`config.mk`:
```
export PLATFORM = sky130hd
export DESIGN_NAME = fifo_block_packer
export DESIGN_NICKNAME = d
export VERILOG_FILES = /design/src/rtl/fifo_block_packer.sv
export SDC_FILE = /design/constraint.sdc
export NUM_CORES = 1
export LEC_CHECK = 0
export ABC_CLOCK_PERIOD_IN_PS = 2029
export CORE_MARGIN = 2
export CORE_UTILIZATION = 30
export CTS_CLUSTER_SIZE = 10
export DETAILED_ROUTE_END_ITERATION = 10
export GPL_TIMING_DRIVEN = 0
export SLEW_MARGIN = 5
export SYNTH_ARGS = -nofsm -noshare
export SYNTH_HDL_FRONTEND = slang
export SYNTH_SLANG_ARGS = --single-unit
```
`constraint.sdc`:
```
create_clock -name clk -period 2.03 [get_ports clk]
set_clock_uncertainty 0.05 [all_clocks]
set_input_delay 0.5075 -clock clk [delete_from_list [all_inputs] [get_ports clk]]
set_output_delay 0.5075 -clock clk [all_outputs]
set_load 0.03 [all_outputs]
```
`src/rtl/fifo_block_packer.sv`:
```
// Packs bytes popped from the receive FIFO into BLOCKBYTES-wide AES plaintext blocks and pads the last block on flush.
// Build option PACKER_PKCS7_PAD_EN: PKCS#7 padding (empty flush emits a full pad block); undefined pads with 0x00.
module fifo_block_packer #(
    parameter int NUMBITS    = 8,
    parameter int BLOCKBYTES = 16,
    parameter int CNTBITS    = 5
) (
    input  logic                          clk,
    input  logic                          rst,
    input  logic                          fifo_empty,
    input  logic [NUMBITS-1:0]            fifo_r_data,
    output logic                          fifo_r_enable,
    input  logic                          flush,
    output logic [NUMBITS*BLOCKBYTES-1:0] blk_data,
    output logic                          blk_valid,
    input  logic                          blk_ready,
    output logic                          flush_done
);

    typedef enum logic [1:0] {
        FILL,
        PAD,
        HOLD
    } state_t;

    localparam logic [CNTBITS-1:0] LAST_SLOT = CNTBITS'(BLOCKBYTES - 1);

    state_t             state;
    logic [CNTBITS-1:0] byte_cnt;
    logic               flush_pend;
    logic               padded;
    logic               last_slot;
    logic               slot_wr;
    logic [NUMBITS-1:0] slot_wr_data;
    logic [NUMBITS-1:0] pad_byte;
    logic [NUMBITS-1:0] slots [BLOCKBYTES];

`ifdef PACKER_PKCS7_PAD_EN
    localparam logic [NUMBITS-1:0] PAD_FULL = NUMBITS'(BLOCKBYTES);
    logic [NUMBITS-1:0] pad_val;

    assign pad_byte = pad_val;
`else
    assign pad_byte = '0;
`endif

    // The pop depends only on registered state and the FIFO flag, never on blk_ready.
    assign fifo_r_enable = (state == FILL) && !fifo_empty && !rst;
    assign last_slot     = (byte_cnt == LAST_SLOT);

    // NOTE: combinational blocks use blocking '=' and assign every output first, so no latch can be inferred.
    always_comb begin
        slot_wr      = 1'b0;
        slot_wr_data = fifo_r_data;
        if (fifo_r_enable) begin
            slot_wr = 1'b1;
        end else if (state == PAD) begin
            slot_wr      = 1'b1;
            slot_wr_data = pad_byte;
        end
    end

    // NOTE: the slot array is reset, unlike a plain RAM, because blk_data must read zero out of reset.
    always_ff @(posedge clk) begin
        for (int i = 0; i < BLOCKBYTES; i++) begin
            if (rst) begin
                slots[i] <= '0;
            end else if (slot_wr && (byte_cnt == CNTBITS'(i))) begin
                slots[i] <= slot_wr_data;
            end
        end
    end

    // Byte 0 (first popped) lands in the most significant byte lane.
    always_comb begin
        blk_data = '0;
        for (int i = 0; i < BLOCKBYTES; i++) begin
            blk_data[(BLOCKBYTES-1-i)*NUMBITS +: NUMBITS] = slots[i];
        end
    end

    // NOTE: sequential state uses non-blocking '<=' so every register samples pre-edge values.
    always_ff @(posedge clk) begin
        if (rst) begin
            state      <= FILL;
            byte_cnt   <= '0;
            flush_pend <= 1'b0;
            padded     <= 1'b0;
            blk_valid  <= 1'b0;
            flush_done <= 1'b0;
`ifdef PACKER_PKCS7_PAD_EN
            pad_val    <= '0;
`endif
        end else begin
            flush_done <= 1'b0;
            // A repeated flush is a no-op; the clears below only fire while flush_pend is already set.
            if (flush) begin
                flush_pend <= 1'b1;
            end

            case (state)
                FILL: begin
                    if (fifo_r_enable) begin
                        if (last_slot) begin
                            byte_cnt  <= '0;
                            state     <= HOLD;
                            blk_valid <= 1'b1;
                        end else begin
                            byte_cnt <= byte_cnt + CNTBITS'(1);
                        end
                    end else if (flush_pend && fifo_empty) begin
                        if (byte_cnt != '0) begin
                            state <= PAD;
`ifdef PACKER_PKCS7_PAD_EN
                            pad_val <= NUMBITS'(BLOCKBYTES) - NUMBITS'(byte_cnt);
`endif
                        end else begin
`ifdef PACKER_PKCS7_PAD_EN
                            state   <= PAD;
                            pad_val <= PAD_FULL;
`else
                            flush_pend <= 1'b0;
                            flush_done <= 1'b1;
`endif
                        end
                    end
                end

                PAD: begin
                    if (last_slot) begin
                        byte_cnt  <= '0;
                        state     <= HOLD;
                        blk_valid <= 1'b1;
                        padded    <= 1'b1;
                    end else begin
                        byte_cnt <= byte_cnt + CNTBITS'(1);
                    end
                end

                HOLD: begin
                    if (blk_ready) begin
                        state     <= FILL;
                        blk_valid <= 1'b0;
                        if (padded) begin
                            padded     <= 1'b0;
                            flush_pend <= 1'b0;
                            flush_done <= 1'b1;
                        end
                    end
                end

                default: begin
                    state     <= FILL;
                    blk_valid <= 1'b0;
                end
            endcase
        end
    end

endmodule
```
==> results.sh <==
export IMPL_synth_area_leaders="edfxtp_1, and3_1, dfxtp_1"
export IMPL_clock_sinks=139
export IMPL_io_pins=144
export IMPL_cts_made_buffers=17
export IMPL_ant_nets=0
export IMPL_period_needed_ns=2.01
export IMPL_ff_latch_area_mm2=0.00406
export IMPL_syn_nets=429
export IMPL_end_kind="output port"
export IMPL_cts_root_buf="clkbuf_16"
export IMPL_path_cells="clkdlybuf4s50_1"
export IMPL_worst_slew_margin_rel_pct=55.3
export IMPL_fin_nets=594
export IMPL_syn_area_per_cell_um2=13.9
export IMPL_finalCritPeriodShare_pct=98.9
export IMPL_cpPeakStageDelay_ns=0.68
export IMPL_grt_max_degree=17
export IMPL_drive_gt1_share_pct=15.4
export IMPL_dpl_hpwl_um=11500
export IMPL_fp_row_count=50
export IMPL_critPathTopFamily="buffers and inverters"
export IMPL_peakVddDrop_v=0.000470
export IMPL_hold_violations=0
export IMPL_crit_fanout=1
export IMPL_path_clk_slew_ns=0.06
export IMPL_fin_ws_ns=0.0227
export IMPL_yosysWarnings=0
export IMPL_routed_wl_um=15900
export IMPL_die_area_mm2=0.0202
export IMPL_clockBufferDepth=2
export IMPL_setup_viol=0
export IMPL_gp_congestion=0.835
export IMPL_p_leak_nw=3.60
export IMPL_ys_types=47
export IMPL_netlist_area_mm2=0.00573
export IMPL_final_common_cell="edfxtp_1"
export IMPL_ys_seq_elements=139
export IMPL_worstPathRequired_ns=1.47
export IMPL_ys_flop_type="edfxtp_1"
export IMPL_grt_use_total_pct=15.8
export IMPL_diodes=0
export IMPL_maxCapViolations=0
export IMPL_start_util_pct=30.6
export IMPL_first_pass_iters=4
export IMPL_power_w=0.00701
export IMPL_synthCells=412
export IMPL_area_delta_synth_final_pct=44.8
export IMPL_cellPowerDensity_mw_per_mm2=844
export IMPL_fmax_mhz=498
export IMPL_hold_class="reg -> reg"
export IMPL_drc=0
export IMPL_layout_common_cells="edfxtp_1, clkdlybuf4s50_1, and3_1, nor2_1, dlymetal6s2s_1"
export IMPL_start_kind="register"
export IMPL_die_w_um=142
export IMPL_hold_buffers=0
export IMPL_drt_wirelength_per_cell_um=19.3
export IMPL_yosys_area_top_type="edfxtp_1"
export IMPL_synth_top_area_share_pct=67.1
export IMPL_worst_path_buf_inv=1
export IMPL_insertion_delay_ns=0.42
export IMPL_yosysSeqAreaShare_pct=70.9
export IMPL_tightest_slew_ns=0.670
export IMPL_criticalPathCategory="reg -> out"
export IMPL_avgViaCountPerCell=4.90
export IMPL_status="complete, no violations"
export IMPL_fill_cells=1674
export IMPL_die_h_um=142
export IMPL_grt_ovfl_total=0
export IMPL_final_util_pct=44.4
export IMPL_dp_slack_ns=-0.882
export IMPL_io_buffers=142
export IMPL_multi_input_area_mm2=0.00165
export IMPL_drt_initial_drc_count=395
export IMPL_async_flop_share_pct=0
export IMPL_antenna_found_initial=0
export IMPL_cp_arrival_ns=1.45
export IMPL_synth_edf_count=128
export IMPL_ctsHtreeMaxLevel=4
export IMPL_num_vias=4039
export IMPL_core_mm2=0.0187
export IMPL_drv_slew=0
export IMPL_grt_pass1_wl_um=23700
export IMPL_cts_tree="done"
export IMPL_first_global_vias=3999
export IMPL_slowest_stage="clkdlybuf4s50_1"
[sequential cells by signal (all words and copies together), names as in the netlist]
| register | flops |
|---|---|
| flush_pend | 1 |
| slots | 128 |
| padded | 1 |
| blk_valid | 1 |
| flush_done | 1 |
| state | 2 |
| byte_cnt | 5 |
[metal layers]
metal,GRT usage (%),share of wire [%],vias up
li1,-,-,1866
met4,5.05,1.4,0
met2,26.7,50,126
met3,3.43,5.5,13
met5,0,0,-
met1,20.4,43,2034
[worst reg2reg max path, delay by kind of cell (launching register included)]
family / cells / cell delay, ns
adder cells (fa/ha/maj): 1 / 0.17
AO/OA/AOI/OAI: 1 / 0.29
AND/OR/NAND/NOR: 1 / 0.47
buffers and inverters: 2 / 0.26
flip-flops: 1 / 0.37
[where the power goes]
group / internal (W) / switching, W / total [W]
clock network: 0.00171 / 0.00126 / 0.00297
registers: 0.00323 / 0.0000410 / 0.00327
logic: 0.000277 / 0.000486 / 0.000763
total: 0.00522 / 0.00179 / 0.00701
[kinds of logic after synthesis]
kind of cell	count (synthesis)	share of synthesized area [%]
AND/OR/NAND/NOR	200	20.5
adder cells (fa/ha/maj)	4	0.873
flip-flops	139	70.9
multiplexers	1	0.196
buffers and inverters	38	3.34
AO/OA/AOI/OAI	30	4.13
[path summary, 6_finish.rpt]
kind	from	to	slack, ns	cells after the start
max	slots[1][55]	blk_data[15]	0.02	1
min	flush_pend	flush_pend	0.45	2
max reg2reg	byte_cnt[0]	slots[0][3]	0.09	5
min reg2reg	flush_pend	flush_pend	0.45	2
[synthesized netlist by cell type (all sizes together), types with 5 or more instances]
master and instances:
and3 81, buf 17, clkbuf 17, dfxtp 11, edfxtp 128, nand2 14
nand2b 7, nand3 6, nand4 7, nor2 56, nor2b 5, nor3 7
o21bai 16
[what timing repair did]
action,4_1_cts,5_1_grt
setup buffers,3,1
setup endpoints to repair,142,129
gates resized for setup,46,35
hold endpoints to repair,0,0
pin swaps,4,6
[layout make-up]
type,count,share of cell area [%]
clock buffers,18,5.17
repair buffers,146,18.4
multi-input cells,235,19.9
inverters,4,0.181
well taps,234,3.53
flip-flops and latches,139,49.0
clock inverters,14,1.66
plain buffers,34,2.20
[through the flow]
stage | cell area [um^2] | std cells | setup TNS [ns] | hold WS, ns
detailed placement | 7450 | 788 | -122.22 | 0.449
global placement | 7450 | 788 | -113.96 | 0.433
finish | 8300 | 824 | 0 | 0.453
floorplan | 5730 | 412 | 0 | 0.405
CTS | 8160 | 823 | 0 | 0.459
global route | 8300 | 824 | -0.0231 | 0.501
Power figures use the tool's default switching activity.
